===== src/rtl/date_entry_pkg.sv =====
// Shared definitions for the front-panel date setter: FSM states, month
// constants, field codes and the calendar arithmetic helpers.
package date_pkg;

   typedef enum logic [1:0] {
      ST_IDLE       = 2'd0,
      ST_EDIT_MONTH = 2'd1,
      ST_EDIT_DAY   = 2'd2,
      ST_COMMIT     = 2'd3
   } state_t;

   typedef logic [1:0] field_t;

   localparam field_t FIELD_NONE  = 2'b00;
   localparam field_t FIELD_MONTH = 2'b01;
   localparam field_t FIELD_DAY   = 2'b10;

   localparam logic [3:0] MONTH_JAN = 4'd1;
   localparam logic [3:0] MONTH_FEB = 4'd2;
   localparam logic [3:0] MONTH_APR = 4'd4;
   localparam logic [3:0] MONTH_JUN = 4'd6;
   localparam logic [3:0] MONTH_SEP = 4'd9;
   localparam logic [3:0] MONTH_NOV = 4'd11;
   localparam logic [3:0] MONTH_DEC = 4'd12;

   localparam logic [7:0] DAY_FIRST = 8'h01;

   // Last day of a non-leap month as packed BCD {tens, units}.
   function automatic logic [7:0] days_in_month(input logic [3:0] month);
      logic [7:0] dim;
      case (month)
         MONTH_FEB: dim = 8'h28;
         MONTH_APR,
         MONTH_JUN,
         MONTH_SEP,
         MONTH_NOV: dim = 8'h30;
         default:   dim = 8'h31;
      endcase
      return dim;
   endfunction

   // Two-digit BCD increment: x9 rolls to (x+1)0.
   function automatic logic [7:0] bcd_inc(input logic [7:0] day);
      logic [7:0] nxt;
      if (day[3:0] == 4'd9) begin
         nxt = {day[7:4] + 4'd1, 4'd0};
      end else begin
         nxt = {day[7:4], day[3:0] + 4'd1};
      end
      return nxt;
   endfunction

   // True when the calendar date is a real non-leap date.
   function automatic logic date_valid(input logic [3:0] month,
                                       input logic [3:0] day10,
                                       input logic [3:0] day1);
      logic ok;
      ok = (month >= MONTH_JAN) && (month <= MONTH_DEC) &&
           (day10 <= 4'd9) && (day1 <= 4'd9) &&
           ({day10, day1} != 8'h00) &&
           ({day10, day1} <= days_in_month(month));
      return ok;
   endfunction

endpackage


===== src/rtl/date_entry_if.sv =====
// Panel-side bus of the date setter: raw keys and switch, the live calendar
// date, and the edited date with its load strobe and edit-status outputs.
interface date_entry_if;
   logic [1:0]      key_n;
   logic            sw_edit;
   logic [3:0]      cur_month;
   logic [3:0]      cur_day10;
   logic [3:0]      cur_day1;
   logic [3:0]      set_month;
   logic [3:0]      set_day10;
   logic [3:0]      set_day1;
   logic            load;
   logic            editing;
   date_pkg::field_t field;
   logic            blink;

   modport master (
      output key_n, sw_edit, cur_month, cur_day10, cur_day1,
      input  set_month, set_day10, set_day1, load, editing, field, blink
   );

   modport slave (
      input  key_n, sw_edit, cur_month, cur_day10, cur_day1,
      output set_month, set_day10, set_day1, load, editing, field, blink
   );
endinterface


===== src/rtl/date_entry_key_debounce.sv =====
// Raw panel input conditioner: 2-flop synchronizer, stable-level debouncer
// and a one-cycle press pulse on the debounced falling edge.
module key_debounce #(
   parameter int   DEBOUNCE_CYCLES = 50000,
   parameter logic IDLE_LEVEL      = 1'b1
) (
   input  logic clock,
   input  logic reset_n,
   input  logic raw,
   output logic level,
   output logic press
);
   localparam int CNT_W = (DEBOUNCE_CYCLES > 1) ? $clog2(DEBOUNCE_CYCLES) : 1;
   localparam logic [CNT_W-1:0] CNT_LAST = CNT_W'(DEBOUNCE_CYCLES - 1);
   localparam logic [CNT_W-1:0] CNT_ONE  = CNT_W'(1);

   logic             sync1_r;
   logic             sync2_r;
   logic             level_r;
   logic             prev_r;
   logic             press_r;
   logic [CNT_W-1:0] cnt_r;

   // Synchronize, count consecutive disagreeing cycles, accept the new level, edge-detect.
   always_ff @(posedge clock) begin
      if (!reset_n) begin
         sync1_r <= IDLE_LEVEL;
         sync2_r <= IDLE_LEVEL;
         level_r <= IDLE_LEVEL;
         prev_r  <= IDLE_LEVEL;
         press_r <= 1'b0;
         cnt_r   <= '0;
      end else begin
         sync1_r <= raw;
         sync2_r <= sync1_r;
         prev_r  <= level_r;
         press_r <= prev_r & ~level_r;
         if (sync2_r != level_r) begin
            if (cnt_r == CNT_LAST) begin
               level_r <= sync2_r;
               cnt_r   <= '0;
            end else begin
               cnt_r <= cnt_r + CNT_ONE;
            end
         end else begin
            cnt_r <= '0;
         end
      end
   end

   assign level = level_r;
   assign press = press_r;
endmodule


===== src/rtl/date_entry.sv =====
// Front-panel date setter: debounces the panel controls, runs the month/day
// edit session and presents a validated date with a one-cycle load strobe.
module date_entry
   import date_pkg::*;
#(
   parameter int DEBOUNCE_CYCLES = 50000,
   parameter int BLINK_CYCLES    = 2500000
) (
   input  logic        clock,
   input  logic        reset_n,
   date_entry_if.slave bus
);
   localparam int BLINK_W = (BLINK_CYCLES > 1) ? $clog2(BLINK_CYCLES) : 1;
   localparam logic [BLINK_W-1:0] BLINK_LAST = BLINK_W'(BLINK_CYCLES - 1);
   localparam logic [BLINK_W-1:0] BLINK_ONE  = BLINK_W'(1);

   logic inc_ev_s, adv_ev_s, sw_level_s;
   logic inc_level_unused_s, adv_level_unused_s, sw_press_unused_s;
   logic sw_prev_r, sw_rise_r;

   state_t     state_r, state_n;
   logic [3:0] month_r, month_n;
   logic [3:0] day10_r, day1_r;
   logic [7:0] day_n, dim_new_s;
   field_t     field_r, field_n;
   logic       load_r, editing_r, blink_r;
   logic [BLINK_W-1:0] blink_cnt_r;

   key_debounce #(.DEBOUNCE_CYCLES(DEBOUNCE_CYCLES), .IDLE_LEVEL(1'b1)) u_inc (
      .clock(clock), .reset_n(reset_n), .raw(bus.key_n[0]),
      .level(inc_level_unused_s), .press(inc_ev_s));

   key_debounce #(.DEBOUNCE_CYCLES(DEBOUNCE_CYCLES), .IDLE_LEVEL(1'b1)) u_adv (
      .clock(clock), .reset_n(reset_n), .raw(bus.key_n[1]),
      .level(adv_level_unused_s), .press(adv_ev_s));

   key_debounce #(.DEBOUNCE_CYCLES(DEBOUNCE_CYCLES), .IDLE_LEVEL(1'b0)) u_sw (
      .clock(clock), .reset_n(reset_n), .raw(bus.sw_edit),
      .level(sw_level_s), .press(sw_press_unused_s));

   // Turn the debounced edit switch into a one-cycle "switch raised" pulse.
   always_ff @(posedge clock) begin
      if (!reset_n) begin
         sw_prev_r <= 1'b0;
         sw_rise_r <= 1'b0;
      end else begin
         sw_prev_r <= sw_level_s;
         sw_rise_r <= sw_level_s & ~sw_prev_r;
      end
   end

   // Next-state and next edit values; abort wins, then inc, then adv.
   always_comb begin
      state_n   = state_r;
      month_n   = month_r;
      day_n     = {day10_r, day1_r};
      dim_new_s = days_in_month(month_r);
      case (state_r)
         ST_IDLE: begin
            if (sw_rise_r) begin
               state_n = ST_EDIT_MONTH;
               if (date_valid(bus.cur_month, bus.cur_day10, bus.cur_day1)) begin
                  month_n = bus.cur_month;
                  day_n   = {bus.cur_day10, bus.cur_day1};
               end else begin
                  month_n = MONTH_JAN;
                  day_n   = DAY_FIRST;
               end
            end else begin
               state_n = ST_IDLE;
            end
         end
         ST_EDIT_MONTH: begin
            if (!sw_level_s) begin
               state_n = ST_IDLE;
            end else if (inc_ev_s) begin
               month_n   = (month_r >= MONTH_DEC) ? MONTH_JAN : (month_r + 4'd1);
               dim_new_s = days_in_month(month_n);
               if ({day10_r, day1_r} > dim_new_s) begin
                  day_n = dim_new_s;
               end else begin
                  day_n = {day10_r, day1_r};
               end
            end else if (adv_ev_s) begin
               state_n = ST_EDIT_DAY;
            end else begin
               state_n = ST_EDIT_MONTH;
            end
         end
         ST_EDIT_DAY: begin
            if (!sw_level_s) begin
               state_n = ST_IDLE;
            end else if (inc_ev_s) begin
               if ({day10_r, day1_r} >= dim_new_s) begin
                  day_n = DAY_FIRST;
               end else begin
                  day_n = bcd_inc({day10_r, day1_r});
               end
            end else if (adv_ev_s) begin
               state_n = ST_COMMIT;
            end else begin
               state_n = ST_EDIT_DAY;
            end
         end
         ST_COMMIT: state_n = ST_IDLE;
         default:   state_n = ST_IDLE;
      endcase
   end

   // Field indicator follows the state being entered.
   always_comb begin
      field_n = FIELD_NONE;
      case (state_n)
         ST_EDIT_MONTH: field_n = FIELD_MONTH;
         ST_EDIT_DAY:   field_n = FIELD_DAY;
         default:       field_n = FIELD_NONE;
      endcase
   end

   // State register and registered date/status outputs.
   always_ff @(posedge clock) begin
      if (!reset_n) begin
         state_r   <= ST_IDLE;
         month_r   <= MONTH_JAN;
         day10_r   <= 4'd0;
         day1_r    <= 4'd1;
         load_r    <= 1'b0;
         editing_r <= 1'b0;
         field_r   <= FIELD_NONE;
      end else begin
         state_r   <= state_n;
         month_r   <= month_n;
         day10_r   <= day_n[7:4];
         day1_r    <= day_n[3:0];
         load_r    <= (state_n == ST_COMMIT);
         editing_r <= (state_n != ST_IDLE);
         field_r   <= field_n;
      end
   end

   // Blink runs only across consecutive editing cycles and drops to 0 on exit.
   always_ff @(posedge clock) begin
      if (!reset_n) begin
         blink_cnt_r <= '0;
         blink_r     <= 1'b0;
      end else if ((state_n != ST_IDLE) && (state_r != ST_IDLE)) begin
         if (blink_cnt_r == BLINK_LAST) begin
            blink_cnt_r <= '0;
            blink_r     <= ~blink_r;
         end else begin
            blink_cnt_r <= blink_cnt_r + BLINK_ONE;
         end
      end else begin
         blink_cnt_r <= '0;
         blink_r     <= 1'b0;
      end
   end

   assign bus.set_month = month_r;
   assign bus.set_day10 = day10_r;
   assign bus.set_day1  = day1_r;
   assign bus.load      = load_r;
   assign bus.editing   = editing_r;
   assign bus.field     = field_r;
   assign bus.blink     = blink_r;
endmodule


===== src/flat_wrapper.sv =====
// flat-port wrapper written by rule: the top's interface ports become plain ports
module date_entry_flat import date_pkg::*;
#(
   parameter int DEBOUNCE_CYCLES = 50000,
   parameter int BLINK_CYCLES    = 2500000
)
  (clock, reset_n, bus_key_n, bus_sw_edit, bus_cur_month, bus_cur_day10, bus_cur_day1, bus_set_month, bus_set_day10, bus_set_day1, bus_load, bus_editing, bus_field, bus_blink);
  date_entry_if bus_i ();
  input  logic clock;
  input  logic reset_n;
  input wire logic [$bits(bus_i.key_n)-1:0] bus_key_n;
  input wire logic [$bits(bus_i.sw_edit)-1:0] bus_sw_edit;
  input wire logic [$bits(bus_i.cur_month)-1:0] bus_cur_month;
  input wire logic [$bits(bus_i.cur_day10)-1:0] bus_cur_day10;
  input wire logic [$bits(bus_i.cur_day1)-1:0] bus_cur_day1;
  output wire logic [$bits(bus_i.set_month)-1:0] bus_set_month;
  output wire logic [$bits(bus_i.set_day10)-1:0] bus_set_day10;
  output wire logic [$bits(bus_i.set_day1)-1:0] bus_set_day1;
  output wire logic [$bits(bus_i.load)-1:0] bus_load;
  output wire logic [$bits(bus_i.editing)-1:0] bus_editing;
  output wire logic [$bits(bus_i.field)-1:0] bus_field;
  output wire logic [$bits(bus_i.blink)-1:0] bus_blink;
  assign bus_i.key_n = bus_key_n;
  assign bus_i.sw_edit = bus_sw_edit;
  assign bus_i.cur_month = bus_cur_month;
  assign bus_i.cur_day10 = bus_cur_day10;
  assign bus_i.cur_day1 = bus_cur_day1;
  assign bus_set_month = bus_i.set_month;
  assign bus_set_day10 = bus_i.set_day10;
  assign bus_set_day1 = bus_i.set_day1;
  assign bus_load = bus_i.load;
  assign bus_editing = bus_i.editing;
  assign bus_field = bus_i.field;
  assign bus_blink = bus_i.blink;
  date_entry #(.DEBOUNCE_CYCLES(DEBOUNCE_CYCLES), .BLINK_CYCLES(BLINK_CYCLES)) u_core (.clock(clock), .reset_n(reset_n), .bus(bus_i));
endmodule

===== config.mk =====
export PLATFORM = sky130hd
export DESIGN_NAME = date_entry_flat
export DESIGN_NICKNAME = d
export VERILOG_FILES = /design/src/rtl/date_entry_pkg.sv /design/src/rtl/date_entry_if.sv /design/src/rtl/date_entry_key_debounce.sv /design/src/rtl/date_entry.sv /design/src/flat_wrapper.sv
export SDC_FILE = /design/constraint.sdc
export NUM_CORES = 1
export LEC_CHECK = 0
export CAP_MARGIN = 15
export CORE_ASPECT_RATIO = 1.5
export CORE_MARGIN = 2
export CORE_UTILIZATION = 55
export CTS_BUF_LIST = sky130_fd_sc_hd__clkbuf_8
export CTS_CLUSTER_DIAMETER = 40
export DETAILED_ROUTE_END_ITERATION = 12
export PLACE_DENSITY = 0.75
export SLEW_MARGIN = 20
export SYNTH_ARGS = -nofsm -noshare
export SYNTH_HDL_FRONTEND = slang
export SYNTH_SLANG_ARGS = --single-unit

===== constraint.sdc =====
create_clock -name clock -period 2.84 [get_ports clock]
set_input_delay 0.852 -clock clock [delete_from_list [all_inputs] [get_ports clock]]
set_output_delay 0.852 -clock clock [all_outputs]
set_load 0.02 [all_outputs]

# Yosys cells after proc, flatten, opt, wreduce, memory -nomap -nowiden
# Cells that the tools add are included.
[op_classes]
addsub = 7
reduce_logical = 26
order_cmp = 8
muxes = 33
n_eq_ne = 36
n_bitwise = 12
[op_table]
columns = ["operator", "count"]
rows = [
  ["8-bit 2-to-1 mux", 14],
  ["16-bit by 1-bit adder with 16-bit output (second input constant)", 3],
  ["16-bit equality test (second input constant)", 3],
  ["5-bit case mux with 2 select lines", 3],
  ["4-bit equality test (second input constant)", 7],
  ["4-bit by 3-bit equality test with 1-bit output (second input constant)", 6],
  ["8-bit case mux with 3 select lines", 1],
  ["22-bit by 1-bit adder with 22-bit output (second input constant)", 1],
  ["22-bit equality test (second input constant)", 1],
  ["4-bit 2-to-1 mux", 5],
  ["4-bit by 1-bit adder with 4-bit output (second input constant)", 3],
  ["4-bit by 2-bit equality test with 1-bit output (second input constant)", 3],
  ["4-bit <= comparator (second input constant)", 3],
  ["3-bit OR reduction", 4],
  ["4-bit OR reduction", 3],
  ["2-bit 2-to-1 mux", 5],
  ["1-bit NOT", 9],
  ["2-bit equality test (second input constant)", 4],
  ["8-bit by 6-bit >= comparator with 1-bit output", 1],
  ["8-bit > comparator", 1],
  ["8-bit <= comparator", 1],
  ["2-bit != test (second input constant)", 4],
  ["2-bit case mux with 4 select lines", 1],
  ["4-bit case mux with 2 select lines", 1],
  ["18 further kinds", 35],
]
[totals]
in_bits = 17
output_inout_bits = 17
ff_bits = 104
elab_cells = 149

# Logic depth before layout (Yosys ltp)
[logic_depth]
ltp_word = 13
ltp_mapped = 11
ltp_nobuf = 11

# By module
# From an unflattened synthesis, not the netlist that was laid out.
[unflattened]
hier_cells = 601
hier_area_um2 = 5496.5
[modules_own_cells]
columns = ["module", "cells_each", "area_per_inst_um2", "instances"]
rows = [
  ["date_entry", 322, 2683.8, 1],
  ["key_debounce at u_core.u_adv ...", 92, 969.7, 2],
  ["key_debounce at u_core.u_sw", 95, 873.3, 1],
]

# Least setup slack after synthesis
# OpenSTA, ideal clock, no wires.
[synth_timing]
path_type = "reg2reg"
start = "register u_core.month_r[0], in the netlist u_core.bus.set_month[0]"
end = "register u_core.day1_r[0], in the netlist u_core.bus.set_day1[0]"
path_stages_with_launch = 12
path_slack_ps = -138
t_arrival_ps = 2856
setup_ps = 122
cell_sequence = "dfxtp_1 > inv_1 > ha_1 > nor3_1 > and4b_1 > a31oi_1 > ha_1 > or3b_1 > a311o_1 > o211ai_2 > a31oi_2 > a221o_1"
[synth_via]
elab_chain_len = 12
[synth_lines]
columns = ["item", "line", "source"]
rows = [
  ["from (decl)", "date_entry.sv:22", "logic [3:0] month_r, month_n;"],
  ["from (signal assigned)", "date_entry.sv:132", "month_r <= month_n;"],
  ["branches (longest 12 deep; another with 8-bit > comparator)", "--", ""],
  ["to (signal assigned)", "date_entry.sv:134", "day1_r <= day_n[3:0];"],
  ["to (decl)", "date_entry.sv:23", "logic [3:0] day10_r, day1_r;"],
]
# Several ways; the timed one is not identified. The select of a mux whose other input is x is not followed.
# A chain may end at the register's enable or synchronous reset.

# Worst setup path after layout
[layout_timing]
start = "register u_core.month_r[0], in the netlist u_core.bus.set_month[0]"
end = "register u_core.day10_r[0], in the netlist u_core.bus.set_day10[0]"
[layout_via]
elab_chain_len = 12
[layout_lines]
columns = ["item", "line", "source"]
rows = [
  ["branches (longest 12 deep; another with 8-bit > comparator)", "--", ""],
  ["to (signal assigned)", "date_entry.sv:133", "day10_r <= day_n[7:4];"],
  ["to (decl)", "date_entry.sv:23", ""],
]
# Several ways; the timed one is not identified. The select of a mux whose other input is x is not followed.

==> flow_summary.ini <==
[critical_path]
required_ns = 3.14
arrival_ns = 3.07
path_buf_inv = 2
rrSetupSlack_ns = 0.07
crit_type = flop to flop
r2r_start = u_core.bus.set_month[0]$_SDFFE_PN1P_
startpoint_type = flop
cp_slowest_stage_delay_ns = 0.55
critPathSlowestCell = or4_1
critPathCaptureType = flop
ff2ff_path_depth = 11
path_cells = buf_4 -> ha_4 -> buf_4 -> nor2_1 -> nor2_1 -> a21oi_2 -> ha_1 -> nor4b_4 -> o211ai_1 -> or4_1 -> a311oi_1
cp_top_family = simple AND/OR/NAND/NOR gates
r2r-end = u_core.bus.set_day10[0]$_SDFFE_PN0P_
critPathMaxFanout = 5

[yosys]
synth_seq_cells = 104
yosysSeqAreaShare_pct = 41.2
synth.most_common_cell = dfxtp_1
synth.distinct_cells = 60
async_reset_ff_share_pct = 0
synth_common_cells = 104 x dfxtp_1, 103 x nor2_1, 41 x xor2_1
synth_largest_area_cell = dfxtp_1
syn-mean-instance-area_sq_um = 8.61
synth_edf_count = 0
synth_top_cells_by_area = dfxtp_1 41%, nor2_1 7.7%, xor2_1 7.1%
ys.flop_type = dfxtp_1
syn-num-nets = 628
synthCells = 587
yosys.area.top_type_share_pct = 41.2
yosysWarnings = 0
netlist_area_sq_um = 5050

[pwr]
pwr-share-comb_pct = 3.8
power_leakage_nw = 2.14
p_int_mw = 2.02
p_seq_share_pct = 56.4
switching_share_pct = 22.4
pwr-share-clk_pct = 39.9
switchingPower_mw = 0.583
finalPower_mw = 2.60
peakVddDrop_uv = 378
powerDensity_nw_per_um2 = 431

[layout]
antenna_cells = 0
nNetsFinal = 681
area_delta_synth_final_pct = 19.3
drive_above_1_share_pct = 11.5
stdcell_area_sq_um = 6030

[drt]
viasPerCell = 5.69
wl_per_cell_microns = 14.5
first_pass_iters = 4
route.vias.total = 4296
drc = 0
ant_nets = 0
routed_wl_microns = 11000
dr.first_iter.drc_count = 301

[sta]
fmax_mhz = 361
slew_violations = 0
tightest_slew_ns = 0.724
grt_setup_unrepaired = true
setup_viol = 0
period_needed_ns = 2.77
worst_clock_skew_ns = 0.0114
hold_ws_ns = 0.398
min_period_over_period_pct = 97.5
hold_viol = 0
max-slew-margin-rel_pct = 51.7

[placed_design]
place_area_sq_um = 5630
numPortBuffers = 33
hpwl_microns = 7810
gp_congestion = 0.840

[clocking]
h-tree-depth = 3
cts_tree = built
cts_inserted_buffers = 9
root_buffer = clkbuf_8
cts_hold_buf = 0
clock_latency_ns = 0.38
clk_pin_slew_worst_paths_ns = 0.11
cts_buffer_depth = 2
clkSinkCount = 104

[global_routing]
grt_pass1_wl_microns = 18700
antenna_found_initial = 0
grt_util_met3_pct = 4.99
track_usage_pct = 23.8
use_met2_pct = 40.8
globalRoute.busiestLayer = met2
overflow = 0
grt_use_met1_pct = 26.2
grt_max_degree = 22
first_global_vias = 4250

[floorplanning]
die_w_microns = 82.3
die-area_sq_um = 9990
start_util_pct = 56.9
die_h_microns = 121
core_sq_um = 8880
num_rows = 42
ioPinCount = 34

[min_path]
hold_class = flop to flop
hold_depth = 1
hold_end = u_core.sw_rise_r$_SDFF_PN0_
hold_start = u_core.sw_prev_r$_SDFF_PN0_

[job]
drv_cap = 0

[outcome]
outcome = finished clean
[sequential cells by signal (all words and copies together), names as in the netlist, 2 cells and up]
name / cells
u_core.blink_cnt_r: 22
u_core.bus.field: 2
u_core.bus.set_day1: 4
u_core.bus.set_day10: 4
u_core.bus.set_month: 4
u_core.state_r: 2
u_core.u_adv.cnt_r: 16
u_core.u_inc.cnt_r: 16
u_core.u_sw.cnt_r: 16
[cell families after synthesis]
group	after synthesis	synth area share, %
multiplexers	3	0.594
AO/OA/AOI/OAI	69	9.73
AND/OR/NAND/NOR	278	27.7
adder cells (fa/ha/maj)	24	5.94
XOR/XNOR	66	11.4
flip-flops	104	41.2
buffers and inverters	43	3.42
[power groups by stage]
| stage | sequential, mW | combinational (mW) | clock (mW) |
|---|---|---|---|
| after floorplan | 1.50 | 0.0395 | 0 |
| after detailed placement | 1.50 | 0.0888 | 0 |
| after CTS | 1.46 | 0.0917 | 1.05 |
| final | 1.46 | 0.0978 | 1.04 |
| after global placement | 1.50 | 0.0866 | 0 |
| after global routing | 1.47 | 0.106 | 1.11 |
[repair_timing]
action,CTS,global route
buffers inserted,1,2
gates resized for setup,6,22
setup endpoints to repair,10,11
pin swaps,2,14
[cells in the final DEF, fill, tap and decap left out, drive strengths merged, types with 3 or more instances in the layout]
| cell | count |
|---|---|
| a31oi | 8 |
| ha | 24 |
| nand2 | 34 |
| buf | 27 |
| and2 | 8 |
| mux2i | 3 |
| dfxtp | 104 |
| nor2 | 103 |
| xnor2 | 25 |
| xor2 | 41 |
| nor4b | 6 |
| a21oi | 12 |
| o21a | 3 |
| or3b | 3 |
| and3 | 12 |
| nor2b | 4 |
| o211a | 4 |
| nor3 | 14 |
| clkbuf | 9 |
| and4 | 3 |
| inv | 28 |
| nand2b | 11 |
| nand3 | 39 |
| o211ai | 5 |
| a221o | 3 |
| or2 | 3 |
| o21ai | 14 |
| nor3b | 5 |
| clkdlybuf4s50 | 32 |
| nor4 | 7 |
| nand4 | 16 |
[per-stage QoR]
stage | TNS, ns | setup slack, ns | utilization, % | cells
after detailed placement | -3.69 | -0.549 | 63.4 | 736
after global routing | -0.0477 | -0.0296 | 67.9 | 755
after floorplan | 0 | 0.0437 | - | 587
final | 0 | 0.0704 | 67.9 | 755
after CTS | 0 | 0.00197 | 66.4 | 753
after global placement | -3.21 | -0.476 | 63.4 | 736
[routing by layer]
layer  up-vias  routed length, microns
met5         -                       0
met4         0                     264
met3        25                     401
met2       102                    5770
met1      2024                    4510
li1       2145                       -
[how the worst max path moves through the flow]
stage          slack (ns)  depth (start not counted)                                 start                                    to
4_1_cts             0.002                         12  u_core.bus.set_month[0]$_SDFFE_PN1P_   u_core.bus.set_day1[0]$_SDFFE_PN1P_
5_1_grt             -0.03                         12                      bus_cur_month[2]  u_core.bus.set_day10[0]$_SDFFE_PN0P_
3_5_place_dp        -0.55                          9                      bus_cur_month[3]  u_core.bus.set_month[0]$_SDFFE_PN1P_
6_report             0.07                         11  u_core.bus.set_month[0]$_SDFFE_PN1P_  u_core.bus.set_day10[0]$_SDFFE_PN0P_
3_3_place_gp        -0.48                          9                      bus_cur_month[3]  u_core.bus.set_month[0]$_SDFFE_PN1P_
2_1_floorplan        0.04                         11  u_core.bus.set_month[0]$_SDFFE_PN1P_   u_core.bus.set_day1[0]$_SDFFE_PN1P_
[final cells by class]
class                           instances  area, sq um
Clock buffer                            9          124
Clock inverter                          7          101
Fill cell                             721         2850
Inverter                               25         93.8
Multi-Input combinational cell        440         2950
Sequential cell                       104         2090
Tap cell                              110          138
Timing Repair Buffer                   60          536
Note: power is estimated with default switching activity, not from simulation.
